### src/rtl/filt_pkg.sv
// Shared constants and helpers for the multi-channel debounce filter.
// Holds default channel count, run thresholds and the counter width function.
package filt_pkg;

  localparam int FILT_CH_DEF  = 4;
  localparam int FILT_ON_DEF  = 3;
  localparam int FILT_OFF_DEF = 3;

  localparam int FILT_CH_MAX  = 32;
  localparam int FILT_THR_MAX = 255;

  // Bits needed to hold 0..max(on,off); a single-tick threshold
  // still gets one bit so the counter never degenerates to zero width.
  function automatic int filt_cnt_w(input int on, input int off);
    int m;
    m = (on > off) ? on : off;
    return (m < 1) ? 1 : $clog2(m + 1);
  endfunction

endpackage

### src/rtl/filt_chan.sv
// One debounce channel: run counter, filtered level, optional edge pulses.
// Ports: clk, rst (async, active-high), tick, i -> y [, rise, fall with FILT_MULTI_EDGE_EN].
import filt_pkg::*;

module filt_chan #(
  parameter int ON_CNT  = FILT_ON_DEF,
  parameter int OFF_CNT = FILT_OFF_DEF
) (
  input  logic clk,
  input  logic rst,
  input  logic tick,
  input  logic i,
  output logic y
`ifdef FILT_MULTI_EDGE_EN
  ,
  output logic rise,
  output logic fall
`endif
);

  localparam int CW = filt_cnt_w(ON_CNT, OFF_CNT);
  localparam logic [CW-1:0] ON_M1  = CW'(ON_CNT - 1);
  localparam logic [CW-1:0] OFF_M1 = CW'(OFF_CNT - 1);

  logic [CW-1:0] cnt_q, cnt_d;
  logic          y_q, y_d;
  logic [CW-1:0] thr_m1;

  // Threshold depends on the direction of the pending change.
  assign thr_m1 = y_q ? OFF_M1 : ON_M1;

  always_comb begin
    cnt_d = cnt_q;
    y_d   = y_q;
    if (tick) begin
      if (i == y_q) begin
        cnt_d = '0;
      end else if (cnt_q >= thr_m1) begin
        y_d   = i;
        cnt_d = '0;
      end else begin
        cnt_d = cnt_q + CW'(1);
      end
    end
  end

  always_ff @(posedge clk or posedge rst) begin
    if (rst) begin
      cnt_q <= '0;
      y_q   <= 1'b0;
    end else begin
      cnt_q <= cnt_d;
      y_q   <= y_d;
    end
  end

  assign y = y_q;

`ifdef FILT_MULTI_EDGE_EN
  logic rise_q, fall_q;

  // Registered with the level update so the pulse lines up with y.
  always_ff @(posedge clk or posedge rst) begin
    if (rst) begin
      rise_q <= 1'b0;
      fall_q <= 1'b0;
    end else begin
      rise_q <= y_d & ~y_q;
      fall_q <= ~y_d & y_q;
    end
  end

  assign rise = rise_q;
  assign fall = fall_q;
`endif

endmodule

### src/rtl/filt_multi.sv
// Multi-channel tick-sampled debounce filter; CH independent filt_chan slices.
// Ports: clk, rst, tick, i[CH], y[CH] [, rise/fall[CH] when FILT_MULTI_EDGE_EN is defined].
import filt_pkg::*;

module filt_multi #(
  parameter int CH      = FILT_CH_DEF,
  parameter int ON_CNT  = FILT_ON_DEF,
  parameter int OFF_CNT = FILT_OFF_DEF
) (
  input  logic          clk,
  input  logic          rst,
  input  logic          tick,
  input  logic [CH-1:0] i,
  output logic [CH-1:0] y
`ifdef FILT_MULTI_EDGE_EN
  ,
  output logic [CH-1:0] rise,
  output logic [CH-1:0] fall
`endif
);

  if (CH < 1 || CH > FILT_CH_MAX) begin : g_bad_ch
    $fatal(1, "filt_multi: CH out of range 1..32");
  end
  if (ON_CNT < 1 || ON_CNT > FILT_THR_MAX) begin : g_bad_on
    $fatal(1, "filt_multi: ON_CNT out of range 1..255");
  end
  if (OFF_CNT < 1 || OFF_CNT > FILT_THR_MAX) begin : g_bad_off
    $fatal(1, "filt_multi: OFF_CNT out of range 1..255");
  end

  for (genvar n = 0; n < CH; n++) begin : g_ch
    filt_chan #(
      .ON_CNT (ON_CNT),
      .OFF_CNT(OFF_CNT)
    ) u_chan (
      .clk (clk),
      .rst (rst),
      .tick(tick),
      .i   (i[n]),
      .y   (y[n])
`ifdef FILT_MULTI_EDGE_EN
      ,
      .rise(rise[n]),
      .fall(fall[n])
`endif
    );
  end

endmodule

### config.mk
export PLATFORM = sky130hd
export DESIGN_NAME = filt_multi
export DESIGN_NICKNAME = d
export VERILOG_FILES = /design/src/rtl/filt_pkg.sv /design/src/rtl/filt_chan.sv /design/src/rtl/filt_multi.sv
export SDC_FILE = /design/constraint.sdc
export NUM_CORES = 1
export LEC_CHECK = 0
export CORE_AREA = 2 2 39 41
export CTS_BUF_LIST = sky130_fd_sc_hd__clkbuf_16
export DETAILED_ROUTE_END_ITERATION = 8
export DIE_AREA = 0 0 41 43
export HOLD_SLACK_MARGIN = 0.08
export MAX_ROUTING_LAYER = met4
export PLACE_DENSITY = 0.67
export SYNTH_ARGS = -nofsm -noshare
export SYNTH_HDL_FRONTEND = slang
export SYNTH_HIERARCHICAL = 1
export SYNTH_SLANG_ARGS = --single-unit
### constraint.sdc
create_clock -name clk -period 2 [get_ports clk]
set_input_delay 0.3 -clock clk [delete_from_list [all_inputs] [get_ports clk]]
set_output_delay 0.3 -clock clk [all_outputs]
set_load 0.005 [all_outputs]
==> results of run 1 <==
-- through the flow --
stage	power, mW	hold WS, ns	setup WS, ns	std cells	instance area (um2)
after floorplan	0.6356	0.05364	1.097	52	555.5
after global placement	0.7695	0.5326	0.3147	79	683.2
after detailed placement	0.7796	0.5415	0.2846	79	683.2
after CTS	1.136	0.3632	0.5191	82	758.2
after global routing	1.196	0.3874	0.4047	82	758.2
final	1.124	0.3633	0.5111	82	758.2
-- flip-flops by register name (all words and copies together), names as in the netlist --
signal / flops
g_ch.u_chan/y: 4
g_ch.u_chan/cnt_q: 8
-- final timing paths --
kind | end | slack (ns)
setup / recovery | g_ch[2].u_chan/cnt_q[0] | 0.51
hold / removal | g_ch[3].u_chan/cnt_q[1] | 0.36
setup reg to reg | g_ch[2].u_chan/cnt_q[0] | 1.00
hold reg to reg | g_ch[3].u_chan/y | 0.55
max in group asynchronous | g_ch[0].u_chan/cnt_q[0] | 1.50
min in group clk | g_ch[3].u_chan/y | 0.55
-- cells in the mapped netlist, drive strengths merged --
| cell | count | area share [%] |
|---|---|---|
| mux2 | 4 | 8.1 |
| nand2 | 4 | 2.7 |
| or3b | 4 | 6.3 |
| dfrtp | 12 | 54 |
| o22ai | 8 | 9.0 |
| nand3b | 4 | 5.4 |
| xnor2 | 4 | 6.3 |
| inv | 12 | 8.1 |
-- layer usage --
metal	track usage [%]	wire length (um)
met5	-	0
met4	6.000	10
met3	7.853	31
met2	14.69	374
met1	19.05	443
-- report_power, final --
group	total [mW]	leakage, nW	switching (mW)	internal [mW]
sequential	0.440	0.153	0.0867	0.353
combinational	0.334	0.143	0.117	0.216
clock	0.350	0.0370	0.0911	0.259
total	1.12	0.333	0.295	0.829
-- layout make-up --
type	count	area share, %
well taps	16	2.640
repair buffers	11	14.19
clock buffers	3	9.901
inverters	12	5.941
multi-input cells	28	27.72
flip-flops and latches	12	39.60
-- critical path: stages --
cell	delay (ns)
sky130_fd_sc_hd__clkdlybuf4s50_1	0.79
sky130_fd_sc_hd__or3b_1	0.40
sky130_fd_sc_hd__o22ai_1	0.13
-- cell families after synthesis --
family,after synthesis
buffers and inverters,12
AO/OA/AOI/OAI,8
XOR/XNOR,4
AND/OR/NAND/NOR,12
multiplexers,4
flip-flops,12
==> results.md, run 1 <==
Setup path:
- The type of the worst setup path is in -> reg.
- The arrival time at the worst endpoint is 1.63 ns.
- The critical path starts at tick.
- Of all nets on the critical path, the largest fanout is 18.
- The launching element type of the critical path is an input port.
- The kind of end point of the critical path is a flop.
- Counting cells, the worst reg-to-reg path comes to 2.
- The critical register-to-register path startpoint is g_ch[2].u_chan/cnt_q[1].
- Data on the critical path is required at its endpoint by 2.14 ns.

Clock network:
- CTS saw 12 sinks.
- At the later pin of the worst-skew pair, clock insertion delay measures 0.23 ns.
- In this run the number of H-tree levels came out at 1.
- Post-CTS repair changed the size of 0 cells.
- The clock root buffer is sky130_fd_sc_hd__clkbuf_16.
- The clock tree from TritonCTS is built.
- The number of CTS-inserted buffers is 3.
- The clock passes through at most 2 buffers.
- Clock-pin slew was measured on the worst setup and hold paths at 0.04 ns.
- The number of setup buffers added after CTS is 0.
- The number of buffers inserted by hold repair at cts is 0.

Layout:
- The fill cell total of the finished layout is 129.
- The layout cell share with drive strength beyond 1 is 12.12%.
- The area used by sequential logic in the layout is 300.3 um2.
- The area of the multi-input gates is 210.2 um2.
- Leaving out fill and tap cells, the most frequent cells in the layout are sky130_fd_sc_hd__inv_1, sky130_fd_sc_hd__dfrtp_1, sky130_fd_sc_hd__clkdlybuf4s50_1.
- In the final design database the tool counted 75 nets.
- The post-synthesis to final-layout area growth is 36.49%.
- The diode insertion count for antenna repair is 0.
- At the end of the flow the core is filled with cells to 54.79%.

Yosys:
- After Yosys synthesis, XOR and XNOR cells account for 6.306% of the synthesized area.
- The compound-cell area share of the yosys netlist is 9.009%.
- The fraction of the mapped netlist area in simple logic gates is 14.41%.
- The portion of synthesized area spent on multiplexers is 8.108%.
- For this run, the register share of the synthesized area comes to 54.05%.
- The netlist uses 8 different library cells.
- After synthesis, the largest family of logic cells by area is simple AND/OR/NAND/NOR gates.
- The area share of fa/ha/maj cells after synthesis is 0%.
- The yosys synthesis warning count is 6.
- The synthesized netlist occupies a cell area of 555.5 um2.
- The number of instances in the synthesized netlist is 52.
- In this run the mean area of a mapped cell was 10.68 um2.
- The number of nets produced by synthesis is 59.
- The synthesized flop and latch total is 12.

Drt:
- In the routed design, unresolved DRC markers number 0.
- The detail route stage leaves a number of antenna-violating nets equal to 0.
- Across all layers, the routed design uses 392 vias.
- After detailed routing, the total wire length is 860 um.
- The routed length per placed instance is 10.49 um.
- In the routed layout, each cell is associated on average with a via count of 4.780.
- The detailed router finished its first iteration with 9 violations.
- Before antenna repair, the detailed router went through 4 iterations.

Run status:
- The run finished with clean final reports.

Timing:
- The clock period could shrink to 1.489 ns.
- The remaining max-slew budget at the tightest pin is 65.73%.
- The final max-slew violation count is 0.
- The share of the clock period used by the worst path is 74.44%.
- The number of setup violations in the final report is 0.
- The final-report hold violation count was 0.
- Setup repair after global routing left no endpoint under its margin.
- The maximum frequency from static timing analysis is 671.7 MHz.
- For the pin with the worst max-slew slack, the measured transition is 0.5125 ns.
- Between clock sinks in the finished design, the worst skew comes to 0.0002648 ns.
- For the final routed database, the setup TNS stands at 0 ns.

Worst hold path:
- The min-delay analysis places its worst path in the category in -> async.

Floorplan:
- 11 I/O pins were placed.
- The floorplan has 14 rows.
- After floorplanning, the core was sized to cover 0.001384 mm2.
- From bottom edge to top edge, the die measures 43 um.
- The floorplan step defined a die boundary enclosing 0.001763 mm2.
- The initial utilization of the core area, before any placement, comes to 40.14%.
- The width of the chip is 41 um.

Power and ir drop:
- The areal power density over the cells is 1482 mW/mm2.
- The leakage dissipation is 0.3329 nW.
- IR analysis of the VDD net gives a maximum drop of 1.043 mV.

Job:
- The tool flagged a number of max-cap violations equal to 0.

Placement:
- The number of input and output port buffers inserted is 10.
- At the end of routability-driven placement, the weighted congestion stood at 0.5969.
- Detailed placement ended at an HPWL of 659 um.

Global route:
- Entering global routing, the biggest net connects 19 pins.
- The number of antenna violations at the first check in global routing is 0.
- The first global-routing pass estimated 1469 um of wire.
- The via count of the first global-routing pass is 354.
- The total grt overflow is 0.
- The overall routing resource usage is 13.30%.
Note: power is estimated with default switching activity, not from simulation.
==> run 2, diff against run 1 <==
==> constraint.sdc (replaced) <==
create_clock -name clk -period 1.4 [get_ports clk]
set_input_delay 0.21 -clock clk [delete_from_list [all_inputs] [get_ports clk]]
set_output_delay 0.21 -clock clk [all_outputs]
set_load 0.005 [all_outputs]
==> run 2 against run 1 <==
  * Sequential power up 44%
  * Power grew 46%
  * Sequential cell count stayed put
  * Clock power rose by 48%
  * Worst setup slack got worse by 0.46 ns
  * Largest power group unchanged
  * Clock skew is 0.0012 ns higher
  * Sequential share of layout area decreased by 1.3 points
  * Largest cell class unchanged
  * Critical path depth decreased by 2
  * Die area stayed put
  * Routed wire length is 13% higher
==> results.md, run 2 (same netlist as run 1, synthesis figures left out) <==
Clock network:
- The clock sink total is 12.
- Counting along the longest clock path gives a buffer depth of 2.
- The count of instances resized after the clock tree is built is 0.
- The clock reaches the later pin of the worst-skew pair after 0.24 ns.
- The number of CTS-inserted buffers is 3.
- TritonCTS built the clock tree.
- The count of H-tree levels built during CTS is 1.
- Clock-pin slew was measured on the worst setup and hold paths at 0.04 ns.
- For this design, the CTS-stage hold fixing added 0 buffers.
- The number of setup buffers added after CTS is 0.
- In this run the clock root is driven by a sky130_fd_sc_hd__clkbuf_16.

Setup path:
- The critical path starts at g_ch[0].u_chan/y.
- The worst setup path is launched from a flop.
- The arrival time at the worst endpoint is 1.14 ns.
- The critical-path maximum fanout is 3.
- The number of buffers and inverters on the critical path is 1.
- At the worst endpoint, the required time is 1.19 ns.
- The kind of end point of the critical path is an output port.
- For this design, the slowest cell found on the critical path is sky130_fd_sc_hd__clkdlybuf4s50_1.
- The startpoint identified for the worst register-to-register timing path is g_ch[3].u_chan/cnt_q[1].
- The setup check on the worst reg-to-reg path leaves a slack of 0.37 ns.
- The family of cells with the greatest summed delay on the critical path is buffers and inverters.
- The maximum single-stage delay on the critical path is 0.53 ns.
- The type of the worst setup path is reg -> out.
- The signal on the critical path passes through clkdlybuf4s50_1.

Placement:
- The worst slack at placement is -0.07014 ns.
- Input and output buffers added on the ports amount to 10.
- Detailed placement ended at an HPWL of 732.6 um.
- The final weighted congestion of routability-driven global placement is 0.6523.
- Once placement finished, the instance area stood at 705.7 um2.

Drt:
- The aggregate routed wire length is 970 um.
- After detailed routing, the average wire length per cell comes to 11.28 um.
- The number of vias per cell is 4.837.
- The remaining design rule violation count is 0.
- The first detailed-routing pass took 4 iterations.
- The routed via count is 416.
- The DRC violation total after the first TritonRoute iteration is 4.
- The count of nets left with antenna violations once routing finished came out at 0.

Timing:
- The post-route worst hold slack is 0.2647 ns.
- Setup repair after global routing left no endpoint under its margin.
- The remaining max-slew budget at the tightest pin is 87.14%.
- Setup violations remaining at the end of the flow were counted as 0.
- The maximum frequency from static timing analysis is 740.6 MHz.
- The largest clock skew in the final design is 0.001493 ns.
- The final max-slew violation count came to 0.
- The final-report hold violation count came to 0.
- Counting I/O delays and the setup requirement, the final critical path takes 1.350 ns.
- Once routing completed, OpenROAD measured the worst setup slack at 0.04968 ns.
- For the pin with the worst max-slew slack, the measured transition is 0.1916 ns.
- In the finished design, the share of the clock period the worst path needs comes to 96.45%.

Global route:
- Entering global routing, the biggest net connects 15 pins.
- The total grt overflow is 0.
- For this run, the total global-route usage over all layers was measured as 15.08%.
- The via count of the first global-routing pass is 436.
- The first global-routing pass estimated 1725 um of wire.
- The number of antenna violations at the first check in global routing is 0.

Floorplan:
- The initial utilization of the core area, before any placement, comes to 40.14%.
- The standard-cell row count is 14.
- 11 I/O pins were placed.
- The floorplan step defined a core boundary enclosing 0.001384 mm2.
- The die span in y is 43 um.
- The die is 41 um wide.
- The area of the die is 0.001763 mm2.

Run status:
- The run finished with clean final reports.

Worst hold path:
- The class of the most critical hold timing path is in -> async.

Layout:
- The layout has 119 filler cells.
- The number of flip-flops in the largest register is 8.
- Of the cells placed in the final design, the portion with a size suffix greater than 1 is 15.71%.
- g_ch.u_chan/cnt_q holds more flip-flops than any other register.
- In the layout the commonest cells are sky130_fd_sc_hd__inv_1, sky130_fd_sc_hd__dfrtp_1, sky130_fd_sc_hd__clkdlybuf4s50_1.
- The final layout contains 78 nets.
- Cells fill 56.69% of the core in the end.
- 0 antenna diodes ended up in the layout.
- The post-route standard cell area excluding fillers is 784.5 um2.
- The post-synthesis to final-layout area growth is 41.22%.

Power and ir drop:
- VDD sags by at most 1.205 mV.
- The leakage dissipation is 0.3489 nW.
- Power spread over the standard cell area amounts to 2093 mW/mm2.
- The overall power consumption is 1.642 mW.

Job:
- Max-cap violations in this run came to 0.
run 2: path summary, 6_finish.rpt:
check | to | depth (start not counted)
setup / recovery | y[0] | 1
hold / removal | g_ch[3].u_chan/cnt_q[0] | 2
setup reg to reg | g_ch[3].u_chan/cnt_q[0] | 2
hold reg to reg | g_ch[3].u_chan/y | 1
max in group asynchronous | g_ch[2].u_chan/y | 2
min in group clk | g_ch[3].u_chan/y | 1
run 2: final cells by class:
class / instances / area [um2] / area share [%]
sequential: 12 / 300.3 / 38.28
multi-input combinational: 28 / 210.2 / 26.79
timing repair buffer: 14 / 130.1 / 16.59
clock buffer: 3 / 75.07 / 9.569
inverter: 12 / 45.04 / 5.742
tap: 16 / 20.02 / 2.552
clock inverter: 1 / 3.754 / 0.4785
run 2: through the flow:
step | setup TNS [ns] | cells
4_1_cts | 0 | 86
6_report | 0 | 86
3_5_place_dp | -0.07824 | 82
5_1_grt | 0 | 86
2_1_floorplan | 0 | 52
3_3_place_gp | 0 | 82
run 2: routing by layer:
| layer | track usage, % | vias up | part of all wire (%) |
|---|---|---|---|
| li1 | - | 211 | - |
| met1 | 18.71 | 198 | 46 |
| met2 | 22.19 | 5 | 50 |
| met3 | 6.283 | 2 | 3.2 |
| met4 | 4.000 | 0 | 0.93 |
| met5 | - | - | 0 |
run 2: where the power goes:
group / switching [mW] / internal, mW
registers: 0.129 / 0.504
clock network: 0.141 / 0.375
logic: 0.177 / 0.315
total: 0.447 / 1.19
==> run 3, diff against run 2 <==
--- a/config.mk
+++ b/config.mk
@@ -5,10 +5,10 @@
 export SDC_FILE = /design/constraint.sdc
 export NUM_CORES = 1
 export LEC_CHECK = 0
-export CORE_AREA = 2 2 39 41
+export CORE_AREA = 3 3 40 42
 export CTS_BUF_LIST = sky130_fd_sc_hd__clkbuf_16
 export DETAILED_ROUTE_END_ITERATION = 8
-export DIE_AREA = 0 0 41 43
+export DIE_AREA = 0 0 43 45
 export HOLD_SLACK_MARGIN = 0.08
 export MAX_ROUTING_LAYER = met4
 export PLACE_DENSITY = 0.67
==> run 3 against run 2 <==
  * Power fell by 0.67%
  * Sequential power is 0.6% lower
  * Utilization up 4.3 points
  * Register-to-register slack gained 0.05 ns
  * Via count increased by 0.24%
  * Critical endpoint is now y[2]
  * Highest routed layer unchanged
==> results.md, run 3 (same netlist as run 1, synthesis figures left out) <==
Floorplan:
- The die is 45 um tall.
- The area of the die is 0.001935 mm2.
- The region available for standard cell placement spans 0.001285 mm2.
- In this run the horizontal extent of the chip is 43 um.
- 11 I/O pins were placed.
- The standard-cell row count is 13.
- The initial core utilization is 43.23%.

Clock network:
- The tree is rooted in a sky130_fd_sc_hd__clkbuf_16.
- The clock drives 12 sinks.
- The count of H-tree levels built during CTS is 1.
- The later pin in the worst-skew pair is clocked with a latency of 0.24 ns.
- The count of instances resized after the clock tree is built is 0.
- The clock tree from TritonCTS is built.
- The number of clock buffers added by TritonCTS is 3.
- Clock-pin slew was measured on the worst setup and hold paths at 0.04 ns.
- The number of buffers inserted by hold repair at cts is 0.
- The number of setup buffers added after CTS is 0.
- The maximum number of buffers from clock root to sink is 2.

Setup path:
- Walking the worst path, the cells encountered are clkdlybuf4s50_1.
- Of all nets on the critical path, the largest fanout is 3.
- The family of cells with the greatest summed delay on the critical path is buffers and inverters.
- The cell type of the slowest stage on the worst timing path is sky130_fd_sc_hd__clkdlybuf4s50_1.
- Data on the critical path is required at its endpoint by 1.19 ns.
- The launching element type of the critical path is a flop.
- The largest single stage delay on the critical path is 0.52 ns.
- Data arrives at the worst endpoint at 1.12 ns.
- Together, buffers and inverters on the worst path number 1.
- The kind of end point of the critical path is an output port.
- The type of the worst setup path is reg -> out.

Layout:
- Cells with a size suffix above 1 make up 15.71% of the layout.
- The diode insertion count for antenna repair is 0.
- Excluding fillers, the count of instances in the completed layout stands at 85.
- The net count of the finished layout is 78.
- Measured on the finished design, the core utilization comes to 60.95%.
- The post-synthesis to final-layout area growth is 40.99%.
- The layout has 117 filler cells.
- The number of flip-flops in the largest register is 8.
- The top cell types in the final layout, fill and taps aside, are sky130_fd_sc_hd__inv_1, sky130_fd_sc_hd__dfrtp_1, sky130_fd_sc_hd__clkdlybuf4s50_1.
- Counting flops per register, the top entry is g_ch.u_chan/cnt_q.

Timing:
- Adding up every negative setup slack in the final design gives 0 ns.
- The maximum frequency from static timing analysis is 751.7 MHz.
- The shortest period the worst path allows is 1.330 ns.
- At the pin with the least slew margin, the transition time is 0.2198 ns.
- Setup violations remaining at the end of the flow were counted as 0.
- The final-report hold violation count is 0.
- The post-route worst hold slack is 0.2454 ns.
- The final max-slew violation count was 0.
- Headroom to the max-slew limit came out at 85.24%.
- Setup repair after global routing left no endpoint under its margin.
- The largest clock skew in the final design is 0.0001929 ns.
- The share of the clock period used by the worst path is 95.03%.

Global route:
- The met1 global-route usage is 15.56%.
- In the global route stage, met3 resource usage came out at 5.179%.
- The via count of the first global-routing pass is 387.
- The overall routing resource usage is 12.69%.
- The number of antenna violations at the first check in global routing is 0.
- The total grt overflow is 0.
- The first global-routing pass estimated 1690 um of wire.
- The busiest layer in global routing is met2.
- Entering global routing, the biggest net connects 17 pins.
- For this run, global-route usage on met2 was measured as 17.66%.

Drt:
- After detailed routing, the number of remaining DRC violations is 0.
- The remaining antenna violation count after routing is 0.
- In the final routed layout, each cell accounts on average for 11.49 um.
- In this run, the number of DRC markers left after iteration 0 of detailed routing was 4.
- The count of TritonRoute iterations in the first routing pass is 3.
- Summing over every cut layer, the via total after detailed routing is 417.
- Dividing the detail-routed via count by the number of cells gives 4.906.
- The aggregate routed wire length is 977 um.

Placement:
- Counting tap cells, the placed design contains a total of 81 instances.
- The congestion estimate from routability-driven global placement came to 0.6943.
- The detailed placement HPWL is 721.6 um.
- The number of input and output port buffers inserted is 10.

Job:
- Across the run, the number of max-cap violations was 0.

Power and ir drop:
- Dividing total power by cell area gives a power density of 2082 mW/mm2.
- The worst-case IR drop observed on VDD is 1.241 mV.
- The leakage dissipation is 0.3489 nW.

Worst hold path:
- The tightest min-delay check is of the in -> async type.

Run status:
- The run finished with clean final reports.
run 3: cell counts in the layout (fill, tap and decap cells not counted):
No cell type changed its count.
run 3: path summary, 6_finish.rpt:
path	to	cells past startpoint	slack (ns)	start
min in group clk	g_ch[0].u_chan/y	1	0.55	g_ch[0].u_chan/y
worst max register to register	g_ch[2].u_chan/cnt_q[0]	2	0.42	g_ch[2].u_chan/cnt_q[1]
worst min register to register	g_ch[0].u_chan/y	1	0.55	g_ch[0].u_chan/y
worst max-delay path	y[2]	1	0.07	g_ch[2].u_chan/y
worst min-delay path	g_ch[0].u_chan/cnt_q[1]	2	0.25	rst
max in group asynchronous	g_ch[3].u_chan/y	2	1.01	rst
run 3: area by class of cell:
class                           instances  area, um2  share of cell area (%)
Sequential cell                        12      300.3                   38.34
Multi-Input combinational cell         28      210.2                   26.84
Timing Repair Buffer                   14      130.1                   16.61
Clock buffer                            3      75.07                   9.585
Inverter                               12      45.04                   5.751
Tap cell                               15      18.77                   2.396
Clock inverter                          1      3.754                  0.4792
run 3: where the power goes:
group	internal, mW	total, mW	switching, mW
registers	0.504	0.629	0.125
clock network	0.375	0.516	0.141
logic	0.315	0.485	0.171
total	1.19	1.63	0.436
run 3: stage by stage:
stage,cell area (um2),setup WS [ns],total power [mW]
after global placement,704.4,0.006282,1.103
after global routing,783.3,0.02838,1.738
after CTS,783.3,0.06404,1.647
final,783.3,0.06965,1.631
after detailed placement,704.4,-0.02473,1.120
after floorplan,555.5,0.4966,0.9080
run 3: layer usage:
| metal | up-vias | wire length [um] |
|---|---|---|
| met5 | - | 0 |
| met4 | 0 | 13 |
| met3 | 2 | 68 |
| met2 | 11 | 432 |
| met1 | 194 | 463 |
| li1 | 210 | - |
